### src/rtl/chip8_pkg.sv
// Shared CHIP-8 fetch definitions: default address width, reset PC, fetch FSM states
// and the prefetch queue entry layout used at the default address width.
package chip8_pkg;

    localparam int CHIP8_ADDR_W   = 12;
    localparam int CHIP8_PC_RESET = 'h200;

    typedef enum logic [1:0] {
        REQ_HI,
        REQ_LO,
        DRAIN
    } fetch_state_e;

    typedef struct packed {
        logic [CHIP8_ADDR_W-1:0] pc;
        logic [15:0]             instr;
    } fetch_entry_t;

endpackage

### src/rtl/fetch_queue.sv
// Synchronous prefetch FIFO with flush, occupancy level and simultaneous push/pop.
// Flush has priority over push and pop in the same cycle.
module fetch_queue #(
    parameter int WIDTH = 28,
    parameter int DEPTH = 4
) (
    input  logic                       clk,
    input  logic                       rst,
    input  logic                       push_i,
    input  logic [WIDTH-1:0]           push_data_i,
    input  logic                       pop_i,
    input  logic                       flush_i,
    output logic [WIDTH-1:0]           head_o,
    output logic                       empty_o,
    output logic                       full_o,
    output logic [$clog2(DEPTH):0]     level_o
);
    localparam int PTR_W = $clog2(DEPTH);

    logic [WIDTH-1:0] mem_q [DEPTH];
    logic [PTR_W-1:0] wr_ptr_q, rd_ptr_q;
    logic [PTR_W:0]   count_q;
    logic             push_eff, pop_eff;

    assign empty_o  = (count_q == '0);
    assign full_o   = (count_q == (PTR_W+1)'(DEPTH));
    assign pop_eff  = pop_i && !empty_o;
    assign push_eff = push_i && (!full_o || pop_eff);
    assign level_o  = count_q;
    // Head reads as zero while empty so the consumer-facing outputs are defined after reset.
    assign head_o   = empty_o ? '0 : mem_q[rd_ptr_q];

    genvar gi;
    generate
        for (gi = 0; gi < DEPTH; gi++) begin : g_store
            always_ff @(posedge clk) begin
                if (push_eff && !flush_i && (wr_ptr_q == PTR_W'(gi))) begin
                    mem_q[gi] <= push_data_i;
                end
            end
        end
    endgenerate

    always_ff @(posedge clk) begin
        if (rst || flush_i) begin
            wr_ptr_q <= '0;
            rd_ptr_q <= '0;
            count_q  <= '0;
        end else begin
            if (push_eff) wr_ptr_q <= wr_ptr_q + PTR_W'(1);
            if (pop_eff)  rd_ptr_q <= rd_ptr_q + PTR_W'(1);
            if (push_eff && !pop_eff)      count_q <= count_q + (PTR_W+1)'(1);
            else if (pop_eff && !push_eff) count_q <= count_q - (PTR_W+1)'(1);
        end
    end

endmodule

### src/rtl/cpu_fetch_unit.sv
// CHIP-8 instruction prefetcher: byte-wise big-endian fetch into a queue, redirect with drain.
// Optional macro FETCH_TICK_THROTTLE_EN limits hand-over to one instruction per timer_cpu_tick.
module cpu_fetch_unit
    import chip8_pkg::*;
#(
    parameter int                ADDR_W      = CHIP8_ADDR_W,
    parameter logic [ADDR_W-1:0] PC_RESET    = ADDR_W'(CHIP8_PC_RESET),
    parameter int                QUEUE_DEPTH = 4
) (
    input  logic                         clk,
    input  logic                         rst,
    input  logic                         redirect,
    input  logic [ADDR_W-1:0]            redirect_pc,
    output logic                         instr_valid,
    input  logic                         instr_ready,
    output logic [15:0]                  instr,
    output logic [ADDR_W-1:0]            instr_pc,
    output logic [$clog2(QUEUE_DEPTH):0] queue_level,
    input  logic                         timer_cpu_tick,
    output logic                         mem_read,
    output logic [ADDR_W-1:0]            mem_read_addr,
    input  logic [7:0]                   mem_read_data,
    input  logic                         mem_read_ack
);
    localparam int ENTRY_W = ADDR_W + 16;

    fetch_state_e      state_q, state_d;
    logic [ADDR_W-1:0] fpc_q, fpc_d;
    logic [7:0]        hi_q, hi_d;
    logic              mem_read_q, mem_read_d;
    logic [ADDR_W-1:0] addr_q, addr_d;
    logic              push, handshake, q_full, q_empty;
    logic [ENTRY_W-1:0] q_head;

    fetch_queue #(
        .WIDTH (ENTRY_W),
        .DEPTH (QUEUE_DEPTH)
    ) u_queue (
        .clk         (clk),
        .rst         (rst),
        .push_i      (push),
        .push_data_i ({fpc_q, hi_q, mem_read_data}),
        .pop_i       (handshake),
        .flush_i     (redirect),
        .head_o      (q_head),
        .empty_o     (q_empty),
        .full_o      (q_full),
        .level_o     (queue_level)
    );

    assign instr         = q_head[15:0];
    assign instr_pc      = q_head[ENTRY_W-1:16];
    assign mem_read      = mem_read_q;
    assign mem_read_addr = addr_q;
    assign handshake     = instr_valid && instr_ready;

`ifdef FETCH_TICK_THROTTLE_EN
    logic credit_q, credit_d;

    assign instr_valid = !q_empty && (timer_cpu_tick || credit_q);
    assign credit_d    = handshake ? 1'b0 : (timer_cpu_tick ? 1'b1 : credit_q);

    always_ff @(posedge clk) begin
        if (rst) credit_q <= 1'b0;
        else     credit_q <= credit_d;
    end
`else
    logic unused_tick;

    assign unused_tick = timer_cpu_tick;
    assign instr_valid = !q_empty;
`endif

    always_comb begin
        state_d    = state_q;
        fpc_d      = fpc_q;
        hi_d       = hi_q;
        mem_read_d = mem_read_q;
        addr_d     = addr_q;
        push       = 1'b0;
        unique case (state_q)
            REQ_HI: begin
                if (mem_read_q) begin
                    if (mem_read_ack) begin
                        hi_d       = mem_read_data;
                        mem_read_d = 1'b0;
                        state_d    = REQ_LO;
                    end
                end else if (!q_full) begin
                    mem_read_d = 1'b1;
                    addr_d     = fpc_q;
                end
            end
            REQ_LO: begin
                if (mem_read_q) begin
                    if (mem_read_ack) begin
                        push       = 1'b1;
                        mem_read_d = 1'b0;
                        fpc_d      = fpc_q + ADDR_W'(2);
                        state_d    = REQ_HI;
                    end
                end else begin
                    mem_read_d = 1'b1;
                    addr_d     = fpc_q + ADDR_W'(1);
                end
            end
            DRAIN: begin
                if (mem_read_ack) begin
                    mem_read_d = 1'b0;
                    state_d    = REQ_HI;
                end
            end
            default: state_d = REQ_HI;
        endcase
        // A read completing in the redirect cycle needs no drain; otherwise keep it open until its ack.
        if (redirect) begin
            push   = 1'b0;
            fpc_d  = redirect_pc;
            addr_d = addr_q;
            if (mem_read_q && !mem_read_ack) begin
                state_d    = DRAIN;
                mem_read_d = 1'b1;
            end else begin
                state_d    = REQ_HI;
                mem_read_d = 1'b0;
            end
        end
    end

    always_ff @(posedge clk) begin
        if (rst) begin
            state_q    <= REQ_HI;
            fpc_q      <= PC_RESET;
            hi_q       <= '0;
            mem_read_q <= 1'b0;
            addr_q     <= '0;
        end else begin
            state_q    <= state_d;
            fpc_q      <= fpc_d;
            hi_q       <= hi_d;
            mem_read_q <= mem_read_d;
            addr_q     <= addr_d;
        end
    end

endmodule

### config.mk
export PLATFORM = sky130hd
export DESIGN_NAME = cpu_fetch_unit
export DESIGN_NICKNAME = d
export VERILOG_FILES = /design/src/rtl/chip8_pkg.sv /design/src/rtl/fetch_queue.sv /design/src/rtl/cpu_fetch_unit.sv
export SDC_FILE = /design/constraint.sdc
export NUM_CORES = 1
export LEC_CHECK = 0
export ABC_AREA = 1
export BUFFER_PORTS_ARGS = -buffer_cell sky130_fd_sc_hd__buf_2
export CORE_ASPECT_RATIO = 0.5
export CORE_MARGIN = 4
export CORE_UTILIZATION = 35
export CTS_CLUSTER_SIZE = 24
export DETAILED_ROUTE_END_ITERATION = 12
export GPL_TIMING_DRIVEN = 0
export PLACE_DENSITY = 0.62
export SKIP_LAST_GASP = 1
export SLEW_MARGIN = 20
export SYNTH_ARGS = -nofsm -noshare
export SYNTH_HDL_FRONTEND = slang
export SYNTH_SLANG_ARGS = --single-unit
### constraint.sdc
create_clock -name clk -period 4.7 [get_ports clk]
set_input_delay 0.94 -clock clk [delete_from_list [all_inputs] [get_ports clk]]
set_output_delay 0.94 -clock clk [all_outputs]
set_load 0.01 [all_outputs]
# Yosys cells after proc, flatten, opt, wreduce, memory -nomap -nowiden
# Memories as Yosys holds them, arrays and structs flattened. A register that Yosys moved wholly into a read port is not among the register bits.
# Index checks and enable logic that the tools add are counted.
[classes]
add_sub_neg = 6
eq_ne = 13
muxes = 49
bitwise = 1
reduce_logical = 36
[ops]
columns = ["cell", "n"]
rows = [
  ["28-bit 2-to-1 mux", 4],
  ["12-bit 2-to-1 mux", 7],
  ["28-bit OR reduction", 3],
  ["12-bit one-hot mux with 2 select lines", 1],
  ["1-bit 2-to-1 mux", 22],
  ["2-bit 2-to-1 mux", 11],
  ["12-bit by 1-bit adder with 12-bit output (second input constant)", 1],
  ["12-bit by 2-bit adder with 12-bit output (second input constant)", 1],
  ["3-bit != test (second input constant)", 4],
  ["1-bit logical AND", 11],
  ["2-bit nonzero test", 5],
  ["3-bit AND reduction", 3],
  ["2-bit == test (second input constant)", 3],
  ["1-bit logical NOT", 6],
  ["3-bit 2-to-1 mux", 2],
  ["2-bit != test (second input constant)", 3],
  ["2-bit one-hot mux with 3 select lines", 1],
  ["5-bit AND reduction", 1],
  ["2-bit by 1-bit adder with 2-bit output (second input constant)", 2],
  ["2-bit by 1-bit == test with 1-bit output (second input constant)", 2],
  ["2-bit logical NOT", 2],
  ["4-bit nonzero test", 1],
  ["3-bit by 1-bit adder with 3-bit output (second input constant)", 1],
  ["3-bit == test (second input constant)", 1],
  ["other kinds (6)", 7],
]
[totals]
register_bits = 42
ramBits = 112
in_bits = 26
output_inout_bits = 45
word_cells = 114
memories = 1
[memory_table]
columns = ["name", "depth", "width", "rd", "rd_clocked_by_memory_dff", "write_ports", "line_no", "source"]
rows = [
  ["u_queue.mem_q", 4, 28, 1, 1, 1, "fetch_queue.sv:20", "logic [WIDTH-1:0] mem_q [DEPTH];"],
]

# Longest topological paths before layout
# Gate-level depths: netlist (run 1).
[depth]
depth_word = 14
mapped_depth = 14

# By module
# From an unflattened synthesis (run 1), not the netlist that was laid out.
[unflattened]
hier_cells = 705
area_unflattened_um2 = 6927.9
[modules_own_cells]
columns = ["module", "instances", "cells_each", "area_per_inst_um2", "seq_area_each_um2"]
rows = [
  ["fetch_queue", 1, 405, 4850.9, 3543.4],
  ["cpu_fetch_unit", 1, 300, 2077.0, 700.7],
]

# Worst setup path after synthesis (run 1)
# No wires, ideal clock.
[synth_path]
path_type = "input-to-reg"
from = "input port mem_read_ack"
to = "memory u_queue.mem_q[0][0] (enable)"
setup_time_ns = 0.413
arrival_ns = 2.649
t_required_ns = 4.287
path_slack_ns = 1.638
cell_stages = 6
path_cell_list = "nand2_1 inv_1 nand2_1 nor2_4 nand2_2 nor2_1"
[synth_via]
elab_chain_cells = 13
[synth_rtl]
columns = ["element", "line_no", "source"]
rows = [
  ["start: declaration", "cpu_fetch_unit.sv:23", "input logic mem_read_ack"],
  ["1-bit 2-to-1 mux (*)", "cpu_fetch_unit.sv:96", "if (mem_read_ack) begin"],
  ["1-bit 2-to-1 mux (*)", "cpu_fetch_unit.sv:95", "if (mem_read_q) begin"],
  ["1-bit 2-to-1 mux (*)", "cpu_fetch_unit.sv:81", "unique case (state_q)"],
  ["1-bit 2-to-1 mux (*)", "cpu_fetch_unit.sv:116", "if (redirect) begin"],
  ["1-bit logical AND (*)", "fetch_queue.sv:28", "assign push_eff = push_i && (!full_o || pop_eff);"],
  ["1-bit logical AND (*)", "fetch_queue.sv:37", "if (push_eff && !flush_i && (wr_ptr_q == PTR_W'(gi))) begin"],
  ["1-bit logical AND", "fetch_queue.sv:37", ""],
  ["1-bit 2-to-1 mux", "fetch_queue.sv:37", ""],
  ["1-bit 2-to-1 mux (not written as such)", "fetch_queue.sv:38", "mem_q[gi] <= push_data_i;"],
  ["28-bit OR reduction (no line)", "n/a", ""],
  ["2-bit 2-to-1 mux (no line) / 1-bit 2-to-1 mux (equally long branches) (3 in series)", "n/a", ""],
  ["end: declaration", "fetch_queue.sv:20", ""],
]
# Every way passes the cells marked *; elsewhere a longest branch is shown, timed or not.

# Worst setup path after layout (run 1)
[layout_path]
from = "register u_queue.count_q[0] (netlist: u_queue.level_o[0])"
to = "output port instr[7]"
[layout_via]
elab_chain_cells = 2
[layout_rtl]
columns = ["element", "line_no", "source"]
rows = [
  ["start: declaration", "fetch_queue.sv:22", "logic [PTR_W:0] count_q;"],
  ["start signal: assignment", "fetch_queue.sv:52", "if (push_eff && !pop_eff) count_q <= count_q + (PTR_W+1)'(1);"],
  ["start signal: assignment", "fetch_queue.sv:53", "else if (pop_eff && !push_eff) count_q <= count_q - (PTR_W+1)'(1);"],
  ["3-bit logical NOT", "fetch_queue.sv:25", "assign empty_o = (count_q == '0);"],
  ["28-bit 2-to-1 mux", "fetch_queue.sv:31", "assign head_o = empty_o ? '0 : mem_q[rd_ptr_q];"],
  ["end: declaration", "cpu_fetch_unit.sv:16", "output logic [15:0] instr,"],
]
# No other way between the ends.

==> results of run 1 <==
[state kept, by name, summed over array words and instances, names as in the netlist, named ones only]
name and count:
fpc_q 12, hi_q 8, mem_read 1, mem_read_addr 12, state_q 2, u_queue.level_o 3
u_queue.mem_q 112, u_queue.rd_ptr_q 2, u_queue.wr_ptr_q 2
[cell type report]
type                            count  area (sq um)
Clock buffer                       22           464
Buffer                             31           146
Multi-Input combinational cell    419          2080
Inverter                           42           158
Fill cell                        1757         10500
Clock inverter                     10          95.1
Tap cell                          259           324
Sequential cell                   156          4240
Timing Repair Buffer               73           448
[power groups by stage]
stage	Combinational, W	Clock, W	Sequential [W]
finish	0.000209	0.00130	0.00154
floorplan	0.000119	0	0.00157
global route	0.000236	0.00137	0.00154
global placement	0.000207	0	0.00156
detailed placement	0.000210	0	0.00157
CTS	0.000212	0.00131	0.00154
[Yosys cell counts (5+ instances only)]
cell	n	area share (%)
a31oi_1	5	0.47
buf_2	15	1.1
nand2_2	5	0.47
inv_1	38	2.2
o21ai_0	79	6.0
dfxtp_1	44	13
nand2_1	63	3.6
ha_1	10	1.9
nor2_1	138	7.8
nand3_1	18	1.4
edfxtp_1	112	51
clkbuf_1	9	0.51
a21oi_1	63	4.8
xor2_1	8	1.1
[cells in the final DEF, fill, tap and decap left out, drive strengths merged, types with 4 or more instances in the layout]
master / Yosys / final
nor2: 145 / 145
edfxtp: 112 / 112
buf: 22 / 95
o21ai: 83 / 83
nand2: 68 / 68
a21oi: 63 / 63
dfxtp: 44 / 44
inv: 42 / 43
clkbuf: 9 / 31
nand3: 18 / 18
ha: 10 / 10
xor2: 8 / 8
a31oi: 5 / 5
clkinvlp: 0 / 5
xnor2: 4 / 4
[worst paths after layout]
check / start / endpoint / cells past startpoint
worst max register to register: state_q[1]$_SDFFE_PP0P_ / u_queue.level_o[2]$_SDFFE_PP0P_ / 14
worst min-delay path: u_queue.rd_ptr_q[1]$_SDFFE_PP0N_ / u_queue.rd_ptr_q[1]$_SDFFE_PP0N_ / 2
worst min register to register: u_queue.rd_ptr_q[1]$_SDFFE_PP0N_ / u_queue.rd_ptr_q[1]$_SDFFE_PP0N_ / 2
worst max-delay path: u_queue.level_o[0]$_SDFFE_PP0P_ / instr[7] / 4
[layer usage]
metal  track usage, %  wire (um)
met5                0          0
met4             5.03        224
met3             4.06        777
met2             25.3       7360
met1             20.7       7800
[through the flow]
stage               setup slack (ns)  hold slack (ns)  cells
floorplan                       1.64            0.436    648
global placement               0.432            0.452    976
detailed placement              1.72            0.457    980
CTS                             1.59            0.471   1012
global route                    1.48            0.501   1012
finish                          1.60            0.475   1012
[cells by family after synthesis]
group                    after synthesis  synth area share, %
AO/OA/AOI/OAI                        157                 12.3
XOR/XNOR                              12                 1.59
adder cells (fa/ha/maj)               11                 2.20
buffers and inverters                 73                 4.60
flip-flops                           156                 64.3
AND/OR/NAND/NOR                      239                 15.0
[tightest hold or removal path, cell delays in order, from the launching register on]
cell	delay, ns
dfxtp_1	0.30
inv_1	0.06
a21oi_1	0.07
==> impl_metrics.json, run 1 <==
{
  "status": "finished clean",
  "post_cts_buffers": 0,
  "cts.path.max_buffers": 2,
  "cp_cell_sequence": "nor3_1 -> clkbuf_1 -> a21oi_1 -> buf_2",
  "core-area_sq_um": 18400,
  "syn-num-nets": 685,
  "switching_share_pct": 23.3,
  "grt_max_degree": 23,
  "path_buf_inv": 2,
  "area_growth_pct": 20.6,
  "synth.distinct_cells": 33,
  "stdcell_area_sq_um": 7960,
  "htreeDepth": 4,
  "tightestPinTransition_ns": 0.650,
  "synth_edf_count": 112,
  "cts_buffers": 17,
  "setup_viol": 0,
  "required_ns": 3.76,
  "p_clk_share_pct": 42.7,
  "relSlewSlack_pct": 56.7,
  "antenna_found_initial": 0,
  "via_count": 4810,
  "p_int_w": 0.00234,
  "p_leak_nw": 2.97,
  "ys_seq_area_share_pct": 64.3,
  "setup.reg_to_reg.worst_slack_ns": 2.20,
  "period_share_pct": 65.9,
  "avgRoutedWirePerCell_um": 16.0,
  "switchingPower_w": 0.000711,
  "worst_clock_skew_ns": 0.0120,
  "antenna_cells": 0,
  "hpwlAfterDp_um": 10800,
  "hp-class": "reg2reg",
  "nNetsFinal": 777,
  "dieArea_sq_um": 21300,
  "drive_gt1_share_pct": 18.9,
  "synth_flop_cell": "edfxtp_1",
  "cts-root-buf": "clkbuf_16",
  "routabilityCongestion": 0.812,
  "worstPathArrival_ns": 2.16,
  "maxCapViolations": 0,
  "total_power_w": 0.00305,
  "grt_pass1_vias": 4785,
  "critPathSlowestCell": "clkbuf_1",
  "postCtsHoldBufs": 0,
  "clock_sinks": 156,
  "async_flop_share_pct": 0,
  "grt.overflow.total": 0,
  "die_w_um": 202,
  "drt_pre_antenna_iters": 4,
  "start_util_pct": 35.8,
  "placed_cell_area_sq_um": 7400,
  "cts_resized": 0,
  "drt_iter0_drc": 311,
  "worstSetupPathType": "reg2out",
  "path_max_fanout": 10,
  "cp-start-kind": "flip-flop",
  "synth_cells": 648,
  "cpPeakStageDelay_ns": 0.55,
  "critPathCaptureType": "primary output",
  "ir_drop_mv": 0.277,
  "finalSetupTns_ns": 0,
  "cts_tree": "done",
  "syn-cell-area_sq_um": 6600,
  "ant_nets": 0,
  "drc_errors": 0,
  "core.rowCount": 35,
  "path_delay_family": "buffers and inverters",
  "clk_latency_ns": 0.43,
  "io_pins": 71,
  "grt_pass1_wl_um": 25800,
  "post-route-min-period_ns": 3.10,
  "vias_per_cell": 4.75,
  "syn_avg_cell_area_sq_um": 10.2,
  "pwr-share-seq_pct": 50.5,
  "power.density_nw_per_um2": 383,
  "slew_viol_final": 0,
  "grt_util_all_layers_pct": 15.7,
  "synth-seq-cells": 156,
  "port_buffers": 69,
  "routed_wl_um": 16200,
  "hold_viol_final": 0,
  "clkSlewWorstSetupHoldPaths_ns": 0.06,
  "yosys_warnings": 0,
  "rsz0062_at_grt": "false",
  "final_util_pct": 43.2,
  "power.share.combinational_pct": 6.9,
  "max_freq_mhz": 323,
  "die_h_um": 105
}
No activity file was read; power rests on OpenSTA's default activity.
==> inputs of run 2 (changes only) <==
--- a/config.mk
+++ b/config.mk
@@ -5,7 +5,7 @@
 export SDC_FILE = /design/constraint.sdc
 export NUM_CORES = 1
 export LEC_CHECK = 0
-export ABC_AREA = 1
+export ABC_AREA = 0
 export BUFFER_PORTS_ARGS = -buffer_cell sky130_fd_sc_hd__buf_2
 export CORE_ASPECT_RATIO = 0.5
 export CORE_MARGIN = 4
==> constraint.sdc (replaced) <==
create_clock -name clk -period 3 [get_ports clk]
set_input_delay 0.6 -clock clk [delete_from_list [all_inputs] [get_ports clk]]
set_output_delay 0.6 -clock clk [all_outputs]
set_load 0.01 [all_outputs]
==> run 2 against run 1 <==
- critical path depth up 1
- first-iteration DRC count fell by 42%
- via count decreased by 24%
- final cell count is 25% lower
- die area fell by 1.2%
- core utilization is 0.65 points higher
- register-to-register slack lost 1.9 ns
- design area is 1.9% lower
- global-route usage down 2.8 points
- critical path type unchanged
- critical endpoint is now instr[10]
- largest power group unchanged
- highest routed layer unchanged
==> impl_metrics.json, run 2 <==
{
  "rsz0062_at_grt": "false",
  "syn-num-nets": 454,
  "tightestPinTransition_ns": 0.787,
  "cp-start-kind": "flip-flop",
  "cts.path.max_buffers": 2,
  "start_util_pct": 36.6,
  "synth.most_common_cell": "edfxtp_1",
  "largest-register": "u_queue.mem_q",
  "grt_pass1_wl_um": 21100,
  "critPathCaptureType": "primary output",
  "ant_nets": 0,
  "drive_gt1_share_pct": 33.2,
  "setup.reg_to_reg.worst_slack_ns": 0.28,
  "cts_resized": 0,
  "synth.distinct_cells": 41,
  "drc_errors": 0,
  "yosys.area.top_type": "edfxtp_1",
  "cts_tree": "done",
  "p_leak_nw": 2.84,
  "final_common_cell": "edfxtp_1",
  "r2r_start": "state_q[1]$_SDFFE_PP0P_",
  "die_h_um": 105,
  "die_w_um": 201,
  "grt_util_all_layers_pct": 12.9,
  "synth_top_area_share_pct": 51.6,
  "crit_path_end": "instr[10]",
  "hold_viol_final": 0,
  "core-area_sq_um": 17800,
  "cp_cell_sequence": "clkbuf_2 -> buf_1 -> mux4_2 -> and2_1 -> buf_2",
  "dieArea_sq_um": 21000,
  "via_count": 3667,
  "core.rowCount": 34,
  "ys_seq_area_share_pct": 65.1,
  "setup_viol": 0,
  "maxCapViolations": 0,
  "critPathSlowestCell": "buf_1",
  "yosys_warnings": 0,
  "drt_pre_antenna_iters": 4,
  "worstPathArrival_ns": 2.24,
  "status": "finished clean",
  "synth-seq-cells": 156,
  "stdcell_area_sq_um": 7820,
  "routabilityCongestion": 0.720,
  "power.density_nw_per_um2": 589,
  "finalSetupTns_ns": 0,
  "synth_edf_count": 112,
  "placed_cell_area_sq_um": 7270,
  "syn_avg_cell_area_sq_um": 15.6,
  "final_cell_mix": "edfxtp_1 (112), buf_2 (75), dfxtp_1 (44), nor2_1 (43)",
  "io_pins": 71,
  "ys_top_cells_by_count": "edfxtp_1 (112), dfxtp_1 (44), nor2_1 (43), and2_1 (32), mux4_2 (28)",
  "largest_reg_flops": 112,
  "slew_viol_final": 0,
  "area_growth_pct": 19.9,
  "cts_buffers": 17,
  "r2r_cells": 11,
  "final_util_pct": 43.9,
  "cts-root-buf": "clkbuf_16",
  "path_max_fanout": 10,
  "syn-cell-area_sq_um": 6520,
  "synth_area_leaders": "edfxtp_1 (52%), dfxtp_1 (14%), mux4_2 (9.7%)",
  "ir_drop_mv": 0.445,
  "nNetsFinal": 545,
  "clkSlewWorstSetupHoldPaths_ns": 0.07,
  "worstSetupPathType": "reg2out",
  "hp-class": "in2reg",
  "max_freq_mhz": 352,
  "clock_sinks": 156,
  "synth_cells": 417,
  "post-route-min-period_ns": 2.84,
  "post_cts_buffers": 0,
  "async_flop_share_pct": 0,
  "vias_per_cell": 4.86,
  "grt.overflow.total": 0,
  "synth_flop_cell": "edfxtp_1",
  "cpPeakStageDelay_ns": 0.53,
  "relSlewSlack_pct": 47.5,
  "avgRoutedWirePerCell_um": 17.5,
  "port_buffers": 68,
  "grt_pass1_vias": 3740,
  "antenna_found_initial": 0,
  "hpwlAfterDp_um": 8980,
  "worst_clock_skew_ns": 0.00962,
  "antenna_cells": 0,
  "required_ns": 2.40,
  "htreeDepth": 4,
  "clk_latency_ns": 0.41,
  "total_power_w": 0.00460,
  "r2r_end": "u_queue.level_o[2]$_SDFFE_PP0P_",
  "period_share_pct": 94.8,
  "routed_wl_um": 13200,
  "fill_cells": 1588,
  "grt_max_degree": 20,
  "drt_iter0_drc": 179,
  "postCtsHoldBufs": 0
}
run 2: cell types whose count changed after synthesis, sizes merged, moves of 28 or more:
cell   change
nor2     -102
o21ai     -76
nand2     -59
a21oi     -57
inv       -35
and2      +32
mux4      +28
run 2: worst min-delay path by stage:
| stage | slack, ns | cells past startpoint | to | startpoint |
|---|---|---|---|---|
| after floorplan | 0.45 | 2 | state_q[0]$_SDFFE_PP0P_ | state_q[0]$_SDFFE_PP0P_ |
| after global placement | 0.47 | 2 | state_q[0]$_SDFFE_PP0P_ | state_q[0]$_SDFFE_PP0P_ |
| after detailed placement | 0.48 | 2 | state_q[0]$_SDFFE_PP0P_ | state_q[0]$_SDFFE_PP0P_ |
| after CTS | 0.41 | 1 | u_queue.mem_q[0][2]$_DFFE_PP_ | mem_read_data[2] |
| after global routing | 0.40 | 1 | u_queue.mem_q[0][2]$_DFFE_PP_ | mem_read_data[2] |
| final | 0.42 | 1 | u_queue.mem_q[2][7]$_DFFE_PP_ | mem_read_data[7] |
run 2: layout make-up:
type	instances	area, sq um	area share, %
Multi-Input combinational cell	231	2130	27.2
Timing Repair Buffer	72	450	5.76
Clock inverter	14	110	1.41
Sequential cell	156	4240	54.3
Buffer	23	128	1.63
Tap cell	234	293	3.75
Inverter	7	26.3	0.336
Clock buffer	18	439	5.62
run 2: worst max-delay path, delay by kind of cell, from the launching register on:
kind	cells	cell delay [ns]
buffers and inverters	3	0.95
flip-flops	1	0.31
AND/OR/NAND/NOR	1	0.17
multiplexers	1	0.41
run 2: cell families after synthesis:
| logic type | after synthesis | share of synthesized area, % |
|---|---|---|
| DFF | 156 | 65.1 |
| and+or+nand+nor | 118 | 10.3 |
| AOI/OAI and AO/OA | 41 | 5.66 |
| muxes | 41 | 11.7 |
| buffers and inverters | 30 | 2.36 |
| xor gates and xnor gates | 20 | 2.69 |
| adders and majority gates | 11 | 2.23 |
run 2: where the power goes:
group / switching, W / internal, W / leakage (nW) / total, W
clock: 0.000902 / 0.00110 / 0.256 / 0.00200
combinational: 0.000127 / 0.0000905 / 1.17 / 0.000218
sequential: 0.0000466 / 0.00234 / 1.42 / 0.00239
total: 0.00108 / 0.00353 / 2.84 / 0.00460
run 2: per-stage QoR:
| stage | instances | setup WS (ns) | hold slack (ns) |
|---|---|---|---|
| global route | 755 | 0.0104 | 0.402 |
| floorplan | 417 | 0.442 | 0.449 |
| detailed placement | 723 | 0.222 | 0.475 |
| global placement | 719 | -0.0642 | 0.473 |
| CTS | 755 | 0.0844 | 0.409 |
| finish | 755 | 0.157 | 0.418 |
run 2: per-layer routing:
layer  track usage, %  part of all wire [%]  vias up  wire length, um
met3             3.36                   3.9       12              516
li1                 -                     -     1761                -
met5                0                     0        -                0
met2             20.3                    47       71             6170
met1             17.5                    48     1823             6390
met4             4.07                  0.88        0              116
==> inputs of run 3 (changes only) <==
--- a/config.mk
+++ b/config.mk
@@ -6,14 +6,14 @@
 export NUM_CORES = 1
 export LEC_CHECK = 0
 export ABC_AREA = 0
-export BUFFER_PORTS_ARGS = -buffer_cell sky130_fd_sc_hd__buf_2
 export CORE_ASPECT_RATIO = 0.5
 export CORE_MARGIN = 4
 export CORE_UTILIZATION = 35
 export CTS_CLUSTER_SIZE = 24
 export DETAILED_ROUTE_END_ITERATION = 12
+export DONT_BUFFER_PORTS = 1
 export GPL_TIMING_DRIVEN = 0
-export PLACE_DENSITY = 0.62
+export PLACE_DENSITY = 0.59
 export SKIP_LAST_GASP = 1
 export SLEW_MARGIN = 20
 export SYNTH_ARGS = -nofsm -noshare
==> constraint.sdc (replaced) <==
create_clock -name clk -period 2.7 [get_ports clk]
set_input_delay 0.54 -clock clk [delete_from_list [all_inputs] [get_ports clk]]
set_output_delay 0.54 -clock clk [all_outputs]
set_load 0.01 [all_outputs]
==> run 3 against run 2 <==
- core utilization shrank 1.9 points
- worst hold slack lost 0.21 ns
- sequential cell count is the same
- first-iteration DRC count grew 32%
- global-route usage is essentially flat
- final cell count shrank 8.9%
- clock-buffer cell count shrank 1
- critical endpoint is now instr_pc[3]
- largest cell class unchanged
==> impl_metrics.json, run 3 (same netlist as run 2, synthesis figures left out) <==
{
  "grt_pass1_wl_um": 20800,
  "maxCapViolations": 0,
  "die_w_um": 201,
  "switching_share_pct": 23.6,
  "clk_latency_ns": 0.42,
  "worstPathArrival_ns": 2.00,
  "routabilityCongestion": 0.750,
  "post-route-min-period_ns": 2.54,
  "worst_clock_skew_ns": 0.00966,
  "vias_per_cell": 4.97,
  "io_pins": 71,
  "grt_util_all_layers_pct": 12.9,
  "antenna_found_initial": 0,
  "core.rowCount": 34,
  "path_delay_family": "multiplexers",
  "max_freq_mhz": 394,
  "ant_nets": 0,
  "path_max_fanout": 10,
  "r2r_cells": 11,
  "cts_buffers": 17,
  "tightestPinTransition_ns": 0.726,
  "cpPeakStageDelay_ns": 0.55,
  "setup_viol": 0,
  "cp_cell_sequence": "buf_4 -> buf_4 -> mux4_2 -> and2_1",
  "cpMostUsedCell": "buf_4",
  "port_buffers": 0,
  "ir_drop_mv": 0.438,
  "final_cell_mix": "edfxtp_1 (112), dfxtp_1 (44), nor2_1 (43), mux4_2 (28), and2_1 (28)",
  "core-area_sq_um": 17800,
  "cts-root-buf": "clkbuf_16",
  "cts_tree": "done",
  "holdPathStages": 0,
  "fill_cells": 1581,
  "largest-register": "u_queue.mem_q",
  "grt.overflow.total": 0,
  "path_buf_inv": 2,
  "p_clk_share_pct": 44.0,
  "power.density_nw_per_um2": 680,
  "rsz0062_at_grt": "false",
  "cp-start-kind": "flip-flop",
  "status": "finished clean",
  "pwr-share-seq_pct": 52.4,
  "worstSetupPathType": "reg2out",
  "dieArea_sq_um": 21000,
  "antenna_cells": 0,
  "drt_iter0_drc": 237,
  "routed_wl_um": 13200,
  "switchingPower_w": 0.00120,
  "grt_max_degree": 28,
  "required_ns": 2.16,
  "htreeDepth": 4,
  "start_util_pct": 36.6,
  "grt_pass1_vias": 3501,
  "hpwlAfterDp_um": 8860,
  "clkSlewWorstSetupHoldPaths_ns": 0.07,
  "clock_sinks": 156,
  "hold_viol_final": 0,
  "slew_viol_final": 0,
  "nNetsFinal": 478,
  "largest_reg_flops": 112,
  "drive_gt1_share_pct": 23.8,
  "critPathCaptureType": "primary output",
  "area_growth_pct": 14.8,
  "p_leak_nw": 2.52,
  "cts.path.max_buffers": 2,
  "placed_cells": 655,
  "die_h_um": 105,
  "critPathSlowestCell": "mux4_2",
  "crit_cells": 4,
  "power.share.combinational_pct": 3.6,
  "drt_pre_antenna_iters": 6,
  "relSlewSlack_pct": 51.6,
  "period_share_pct": 94.1,
  "hp-class": "in2reg",
  "drc_errors": 0,
  "p_int_w": 0.00389,
  "avgRoutedWirePerCell_um": 19.2,
  "via_count": 3418,
  "final_common_cell": "edfxtp_1",
  "final_cell_count_no_fill": 688,
  "total_power_w": 0.00509
}
## run 3: cell count changes in the layout (fill, tap and decap cells not counted), sizes merged
cell / previous run / this run
inv: 13 / 15
buf: 88 / 21
clkinvlp: 5 / 3
clkinv: 3 / 4
clkbuf: 25 / 24
## run 3: path summary, 6_finish.rpt
kind	startpoint	end	slack (ns)
max	flip-flop	instr_pc[3]	0.16
min	mem_read_data[6]	u_queue.mem_q[1][6]$_DFFE_PP_	0.21
max reg2reg	state_q[1]$_SDFFE_PP0P_	u_queue.level_o[2]$_SDFFE_PP0P_	0.17
min reg2reg	state_q[0]$_SDFFE_PP0P_	state_q[0]$_SDFFE_PP0P_	0.48
## run 3: layer usage
| layer | share of wire [%] | vias to the layer above | GRT usage [%] |
|---|---|---|---|
| met3 | 5.5 | 12 | 4.80 |
| met5 | 0 | - | 0 |
| met2 | 47 | 50 | 20.4 |
| met4 | 0.98 | 0 | 3.53 |
| li1 | - | 1633 | - |
| met1 | 46 | 1723 | 16.8 |
## run 3: metrics by stage
step / hold slack (ns) / setup slack (ns) / TNS [ns] / util (%) / cell area [sq um]
after floorplan: 0.449 / 0.202 / 0 / - / 6520
after global placement: 0.474 / -0.345 / -37.03 / 38.2 / 6810
after detailed placement: 0.476 / -0.0547 / -0.0547 / 38.8 / 6910
after CTS: 0.196 / 0.0829 / 0 / 42.0 / 7480
after global routing: 0.186 / 0.00869 / 0 / 42.0 / 7480
final: 0.210 / 0.160 / 0 / 42.0 / 7480
## run 3: what timing repair did
| item | CTS | global route |
|---|---|---|
| buffers inserted | 1 | 0 |
| endpoints found under the hold margin | 0 | 0 |
| resized for setup | 2 | 0 |
| setup endpoints to repair | 11 | 0 |
| hold buffers | 0 | 0 |
## run 3: power by group through the flow
stage | registers, W | clock network, W | logic, W
4_1_cts | 0.00267 | 0.00228 | 0.000184
2_1_floorplan | 0.00270 | 0 | 0.000149
3_3_place_gp | 0.00272 | 0 | 0.000179
3_5_place_dp | 0.00272 | 0 | 0.000182
5_1_grt | 0.00268 | 0.00241 | 0.000203
6_report | 0.00267 | 0.00224 | 0.000182
## run 3: cell type report
type	count	area (sq um)	area share [%]
Multi-Input combinational cell	231	2130	28.4
Clock inverter	15	133	1.77
Timing Repair Buffer	5	103	1.37
Inverter	7	26.3	0.351
Tap cell	234	293	3.91
Sequential cell	156	4240	56.7
Buffer	23	131	1.76
Clock buffer	17	425	5.69
## run 3: worst reg2reg max path: cells and delay by family (launching register included)
kind	cells	cell delay [ns]
simple gates	2	0.52
xor+xnor	1	0.18
flops	1	0.33
fa+ha+maj	3	0.74
buf+inv	3	0.32
compound gates	2	0.37
